<file path="config.mk">
export PLATFORM = sky130hd
export DESIGN_NAME = dilithium_load_sequencer
export DESIGN_NICKNAME = d
export VERILOG_FILES = /design/src/rtl/dilithium_load_sequencer.sv
export SDC_FILE = /design/constraint.sdc
export NUM_CORES = 1
export LEC_CHECK = 0
export ABC_AREA = 1
export BUFFER_PORTS_ARGS = -buffer_cell sky130_fd_sc_hd__buf_2
export CORE_ASPECT_RATIO = 1.25
export CORE_UTILIZATION = 35
export DETAILED_ROUTE_END_ITERATION = 6
export PLACE_DENSITY = 0.61
export SETUP_SLACK_MARGIN = 0.5
export SLEW_MARGIN = 20
export SYNTH_ARGS = -nofsm -noshare
export SYNTH_HDL_FRONTEND = slang
export SYNTH_SLANG_ARGS = --single-unit
</file>
<file path="constraint.sdc">
create_clock -name clk -period 6.49 [get_ports clk]
set_clock_uncertainty 0.2 [all_clocks]
set_input_delay 0.649 -clock clk [delete_from_list [all_inputs] [get_ports clk]]
set_output_delay 0.649 -clock clk [all_outputs]
set_load 0.01 [all_outputs]
</file>
<file path="src/rtl/dilithium_load_sequencer.sv">
// rtl/dilithium_load_sequencer.sv - operand load sequencer for one Dilithium KEYGEN/SIGN/VERIFY job
//
// Takes one W-bit source word stream and passes it to the core. Each word is
// tagged with the segment it belongs to. The segment order and the segment
// sizes are set by the mode, SEC_LEVEL and the message length. The MSGLEN word
// is generated here and takes no word from the source.
//
// Ports:
//   clk, rst_n                 clock; synchronous active-low reset
//   start_i, mode_i, msg_len_i job request (start is a pulse, sampled in IDLE)
//   busy_o, done_o, err_o      job status (done/err are 1-cycle pulses)
//   in_data_i/in_valid_i/in_ready_o     source word stream
//   out_data_o/out_valid_o/out_ready_i  word stream to the core
//   seg_id_o, seg_last_o, pkt_last_o    tags for the current output word
module dilithium_load_sequencer #(
  parameter int W         = 64,
  parameter int SEC_LEVEL = 2,
  parameter int MSG_LEN_W = 15
) (
  input  logic                 clk,
  input  logic                 rst_n,
  input  logic                 start_i,
  input  logic [1:0]           mode_i,
  input  logic [MSG_LEN_W-1:0] msg_len_i,
  output logic                 busy_o,
  output logic                 done_o,
  output logic                 err_o,
  input  logic [W-1:0]         in_data_i,
  input  logic                 in_valid_i,
  output logic                 in_ready_o,
  output logic [W-1:0]         out_data_o,
  output logic                 out_valid_o,
  input  logic                 out_ready_i,
  output logic [3:0]           seg_id_o,
  output logic                 seg_last_o,
  output logic                 pkt_last_o
);

  localparam int S1_BITS = (SEC_LEVEL == 2) ? 3072  : (SEC_LEVEL == 3) ? 5120  : 5376;
  localparam int S2_BITS = (SEC_LEVEL == 2) ? 3072  : 6144;
  localparam int T1_BITS = (SEC_LEVEL == 2) ? 10240 : (SEC_LEVEL == 3) ? 15360 : 20480;
  localparam int T0_BITS = (SEC_LEVEL == 2) ? 13312 : (SEC_LEVEL == 3) ? 19968 : 26624;
  localparam int Z_BITS  = (SEC_LEVEL == 2) ? 18432 : (SEC_LEVEL == 3) ? 25600 : 35840;
  localparam int H_BITS  = (SEC_LEVEL == 2) ? 672   : (SEC_LEVEL == 3) ? 488   : 664;

  localparam logic [15:0] SMALL_WORDS = 16'((256 + W - 1) / W);
  localparam logic [15:0] S1_WORDS    = 16'((S1_BITS + W - 1) / W);
  localparam logic [15:0] S2_WORDS    = 16'((S2_BITS + W - 1) / W);
  localparam logic [15:0] T1_WORDS    = 16'((T1_BITS + W - 1) / W);
  localparam logic [15:0] T0_WORDS    = 16'((T0_BITS + W - 1) / W);
  localparam logic [15:0] Z_WORDS     = 16'((Z_BITS + W - 1) / W);
  localparam logic [15:0] H_WORDS     = 16'((H_BITS + W - 1) / W);

  localparam logic [3:0] SEG_SEED = 4'd0, SEG_RHO = 4'd1, SEG_KEY = 4'd2, SEG_TR = 4'd3,
                         SEG_C = 4'd4, SEG_MSGLEN = 4'd5, SEG_MSG = 4'd6, SEG_S1 = 4'd7,
                         SEG_S2 = 4'd8, SEG_T0 = 4'd9, SEG_T1 = 4'd10, SEG_Z = 4'd11,
                         SEG_H = 4'd12;

  localparam logic [1:0] MODE_KEYGEN = 2'b00, MODE_VERIFY = 2'b01,
                         MODE_SIGN = 2'b10, MODE_ILLEGAL = 2'b11;

  typedef enum logic {IDLE, STREAM} state_t;

  // Segment at position idx of the job order for mode m.
  function automatic logic [3:0] seg_at(input logic [1:0] m, input logic [3:0] idx);
    logic [3:0] id;
    id = SEG_SEED;
    case (m)
      MODE_SIGN: begin
        case (idx)
          4'd0: id = SEG_RHO;
          4'd1: id = SEG_KEY;
          4'd2: id = SEG_TR;
          4'd3: id = SEG_MSGLEN;
          4'd4: id = SEG_MSG;
          4'd5: id = SEG_S1;
          4'd6: id = SEG_S2;
          4'd7: id = SEG_T0;
          default: id = SEG_SEED;
        endcase
      end
      MODE_VERIFY: begin
        case (idx)
          4'd0: id = SEG_RHO;
          4'd1: id = SEG_C;
          4'd2: id = SEG_Z;
          4'd3: id = SEG_H;
          4'd4: id = SEG_T1;
          4'd5: id = SEG_MSGLEN;
          4'd6: id = SEG_MSG;
          default: id = SEG_SEED;
        endcase
      end
      default: id = SEG_SEED;
    endcase
    return id;
  endfunction

  function automatic logic [3:0] seg_count(input logic [1:0] m);
    case (m)
      MODE_SIGN:   return 4'd8;
      MODE_VERIFY: return 4'd7;
      default:     return 4'd1;
    endcase
  endfunction

  function automatic logic [15:0] seg_words(input logic [3:0] id, input logic [15:0] msgw);
    case (id)
      SEG_MSGLEN: return 16'd1;
      SEG_MSG:    return msgw;
      SEG_S1:     return S1_WORDS;
      SEG_S2:     return S2_WORDS;
      SEG_T0:     return T0_WORDS;
      SEG_T1:     return T1_WORDS;
      SEG_Z:      return Z_WORDS;
      SEG_H:      return H_WORDS;
      default:    return SMALL_WORDS;
    endcase
  endfunction

  state_t               state_q, state_d;
  logic [1:0]           mode_q, mode_d;
  logic [MSG_LEN_W-1:0] len_q, len_d;
  logic [15:0]          msgw_q, msgw_d;
  logic [3:0]           ptr_q, ptr_d;
  logic [15:0]          cnt_q, cnt_d;
  logic                 done_q, done_d;
  logic                 err_q, err_d;

  logic [MSG_LEN_W:0]   len_round;
  logic [15:0]          msgw_calc;
  logic [3:0]           cur_id, ptr_inc, ptr_next;
  logic [15:0]          cur_len;
  logic                 is_len, seg_last, pkt_last, hs;

  // Message word count is computed once, from the msg_len_i sampled at start.
  assign len_round = {1'b0, msg_len_i} + (MSG_LEN_W+1)'(W - 1);
  assign msgw_calc = 16'(len_round / (MSG_LEN_W+1)'(W));

  always_ff @(posedge clk) begin
    if (!rst_n) begin
      state_q <= IDLE;
      mode_q  <= MODE_KEYGEN;
      len_q   <= '0;
      msgw_q  <= '0;
      ptr_q   <= '0;
      cnt_q   <= '0;
      done_q  <= 1'b0;
      err_q   <= 1'b0;
    end else begin
      state_q <= state_d;
      mode_q  <= mode_d;
      len_q   <= len_d;
      msgw_q  <= msgw_d;
      ptr_q   <= ptr_d;
      cnt_q   <= cnt_d;
      done_q  <= done_d;
      err_q   <= err_d;
    end
  end

  always_comb begin
    state_d = state_q;
    mode_d  = mode_q;
    len_d   = len_q;
    msgw_d  = msgw_q;
    ptr_d   = ptr_q;
    cnt_d   = cnt_q;
    done_d  = 1'b0;
    err_d   = 1'b0;

    out_data_o  = '0;
    out_valid_o = 1'b0;
    in_ready_o  = 1'b0;
    seg_id_o    = 4'd0;
    seg_last_o  = 1'b0;
    pkt_last_o  = 1'b0;

    cur_id  = seg_at(mode_q, ptr_q);
    cur_len = seg_words(cur_id, msgw_q);
    is_len  = (cur_id == SEG_MSGLEN);
    ptr_inc = ptr_q + 4'd1;
    // An empty MSG segment is stepped over so it never appears on the output.
    if (seg_at(mode_q, ptr_inc) == SEG_MSG && msgw_q == 16'd0 && ptr_inc < seg_count(mode_q))
      ptr_next = ptr_q + 4'd2;
    else
      ptr_next = ptr_inc;
    seg_last = (cnt_q == cur_len - 16'd1);
    pkt_last = seg_last && (ptr_next >= seg_count(mode_q));
    hs       = 1'b0;

    case (state_q)
      IDLE: begin
        if (start_i) begin
          if (mode_i == MODE_ILLEGAL) begin
            err_d = 1'b1;
          end else begin
            state_d = STREAM;
            mode_d  = mode_i;
            len_d   = msg_len_i;
            msgw_d  = msgw_calc;
            ptr_d   = '0;
            cnt_d   = '0;
          end
        end
      end
      STREAM: begin
        seg_id_o   = cur_id;
        seg_last_o = seg_last;
        pkt_last_o = pkt_last;
        if (is_len) begin
          out_data_o  = {{(W-MSG_LEN_W){1'b0}}, len_q};
          out_valid_o = 1'b1;
          in_ready_o  = 1'b0;
        end else begin
          out_data_o  = in_data_i;
          out_valid_o = in_valid_i;
          in_ready_o  = out_ready_i;
        end
        hs = out_valid_o & out_ready_i;
        if (hs) begin
          if (pkt_last) begin
            state_d = IDLE;
            done_d  = 1'b1;
            cnt_d   = '0;
            ptr_d   = '0;
          end else if (seg_last) begin
            cnt_d = '0;
            ptr_d = ptr_next;
          end else begin
            cnt_d = cnt_q + 16'd1;
          end
        end
      end
      default: state_d = IDLE;
    endcase
  end

  assign busy_o = (state_q == STREAM);
  assign done_o = done_q;
  assign err_o  = err_q;

endmodule

</file>
==> metrics.csv <==
stage,metric,value,unit
pwr,ir_drop,0.158,mV
clock_tree,clk_pin_slew_worst_paths,80,ps
synthesis,synth_nets,862,
layout,area_growth,23.9,%
grt,grt_pass1_wl,22.5,mm
run,max_cap_violations,0,
clock_tree,cts_root_buf,clkbuf_16,
route,drt_iter0_markers,197,
synthesis,synth_area,4620,sq um
place,numPlacedInstances,1067,
pwr,powerDensity,169,nW/um^2
clock_tree,h-tree-depth,2,
grt,grt_pass1_vias,4601,
timing,slew_headroom,56.8,%
synthesis,synth-adder-area-share,5.15,%
setup_path,critPathMaxFanout,14,
setup_path,max_stage_delay,490,ps
timing,period_share,75.6,%
setup_path,slowest_stage,dfxtp_1,
setup_path,start_kind,flop,
synthesis,yosysMostFrequentCell,nor2_1,
floorplanning,dieArea,13700,sq um
layout,finalNonFillerCells,1075,
run_status,status,finished clean,
route,routedWlPerCell,13.3,um
setup_path,reg2regPathDepth,25,
place,preCtsSetupSlack,1950,ps
timing,finalHoldViolCount,0,
timing,worst_pin_slew,644,ps
floorplanning,start_util,36.2,%
clock_tree,cts_tree,yes,
route,drt-total-wl,14.3,mm
route,viasPerCell,4.62,
synthesis,async_flop_share,0,%
floorplanning,core-area,12800,sq um
grt,grt_max_degree,51,
synthesis,synth_edf_count,0,
timing,rsz0062_at_grt,no,
clock_tree,hold_buffers,0,
floorplanning,pin_count,161,
synthesis,yosys-top-cells-area,"dfxtp_1 23%, nor2_1 11%, inv_1 10%",
clock_tree,cts_resized,0,
synthesis,synth_common_cells,"141 x nor2_1, 129 x inv_1, 115 x nand2_1",
synthesis,synth_simple_gate_area_share,40.2,%
floorplanning,fp.dieH,130,um
synthesis,synth-compound-area-share,13.3,%
synthesis,yosys.area.top_type,dfxtp_1,
place,numPortBuffers,160,
floorplanning,die_x,105,um
timing,setup_tns,0,ps
route,num_vias,4967,
grt,antenna_found_initial,0,
clock_tree,cts_setup_buffers,0,
setup_path,crit_top_cell,nand2_1,
timing,setup_ws,1590,ps
synthesis,syn_inst,757,
min_path,hp-class,reg2reg,
layout,fin_nets,1011,
synthesis,ys_warn_count,0,
clock_tree,numCtsBuffers,5,
synthesis,synth_top_area_share,23.4,%
grt,grt.total_usage,20.5,%
setup_path,worstSetupPathType,reg2out,
synthesis,synth_top_family_by_area,simple AND/OR/NAND/NOR gates,
min_path,holdPathStages,2,
place,dp_hpwl,11.5,mm
setup_path,cp.arrival,4050,ps
place,gp_congestion,0.881,
route,ant_nets,0,
synthesis,synth_area_per_cell,6.10,sq um
synthesis,seq_area_frac_synth,23.4,%
floorplanning,rows,46,
synthesis,synth_xor_area_share,4.47,%
route,post-route-drc-count,0,
synthesis,synthMuxAreaShare,0,%
timing,drv_slew,0,
synthesis,ys_ff_latch,54,
grt,grt_overflow_total,0,
setup_path,cp.required,5640,ps
pwr,power.leakage,3.12,nW
clock_tree,clock-sinks,54,
clock_tree,cts.path.max_buffers,2,
route,first_pass_iters,4,
synthesis,ys.flop_type,dfxtp_1,
synthesis,yosysUniqueCellTypes,45,
timing,setup_violations,0,
layout,diodes,0,
setup_path,cp-end-kind,output port,
timing,fin_crit,4900,ps
layout,layout-drive-gt1-share,25.9,%
clock_tree,insertion_delay,310,ps
timing,fmax,0.204,GHz
==> cell usage in the layout, fill, tap and decap left out, types with 5 or more instances in the layout <==
cell type,count
nand2_1,115
clkbuf_16,5
nand3_1,46
xor2_1,17
ha_1,19
nor2_1,141
buf_2,160
nor2_2,10
nand4_1,14
nand3_2,5
dfxtp_1,54
a21oi_1,44
inv_1,129
o21ai_0,46
nand2_4,6
nand2_2,18
nor2_4,7
nor3_1,9
nor4_1,5
inv_2,9
==> layout make-up <==
cell class,instances,area (sq um)
fillers,1444,7060
multi-input cells,540,2920
flip-flops and latches,54,1080
repair buffers,164,831
inverters,141,529
well taps,168,210
clock buffers,5,125
clock inverters,3,28.8
==> layer usage <==
metal,wire [um],up-vias,GRT usage [%]
met5,0,-,0
met1,6790,2193,27.4
met4,235,0,7.29
met3,370,17,2.08
li1,-,2670,-
met2,6850,87,34.6
==> stage by stage <==
step | hold WS, ps | instance area [sq um] | power (mW) | utilization (%)
6_report | 262 | 5720 | 0.969 | 44.8
5_1_grt | 281 | 5720 | 1.03 | 44.8
4_1_cts | 264 | 5720 | 0.976 | 44.8
3_5_place_dp | 252 | 5570 | 0.682 | 43.6
3_3_place_gp | 249 | 5570 | 0.683 | 43.6
2_1_floorplan | 229 | 4620 | 0.578 | -
==> sequential cells by signal, indices dropped and copies added, names as in the netlist, named ones only <==
signal	cells
cnt_q	16
len_q	15
msgw_q	10
ptr_q	4
mode_q	2
busy_o	1
done_o	1
err_o	1
==> final timing paths <==
kind	to	slack (ps)	startpoint
max	pkt_last_o	1590	ptr_q[0]
min	len_q[2]	260	len_q[2]
max reg2reg	flop	2180	ptr_q[0]
min reg2reg	len_q[2]	260	len_q[2]
==> cells by family (layout without fill, tap and decap cells) <==
family                   after synthesis  count (layout)
AO/OA/AOI/OAI                        112             112
XOR/XNOR                              22              22
adder cells (fa/ha/maj)               19              19
buffers and inverters                163             313
flip-flops                            54              54
AND/OR/NAND/NOR                      387             387
==> power by group <==
group / leakage (nW) / total [mW] / switching [mW] / internal, mW
registers: 0.443 / 0.371 / 0.0166 / 0.355
logic: 2.60 / 0.305 / 0.194 / 0.112
clock network: 0.0763 / 0.293 / 0.144 / 0.149
total: 3.12 / 0.969 / 0.354 / 0.615
==> worst max-delay path: cells and delay by family, from the launching register on <==
family | cells | cell delay [ps]
adders and majority gates | 2 | 570
buffers and inverters | 5 | 680
DFF | 1 | 490
and+or+nand+nor | 18 | 2000
No activity file was read; power rests on OpenSTA's default activity.
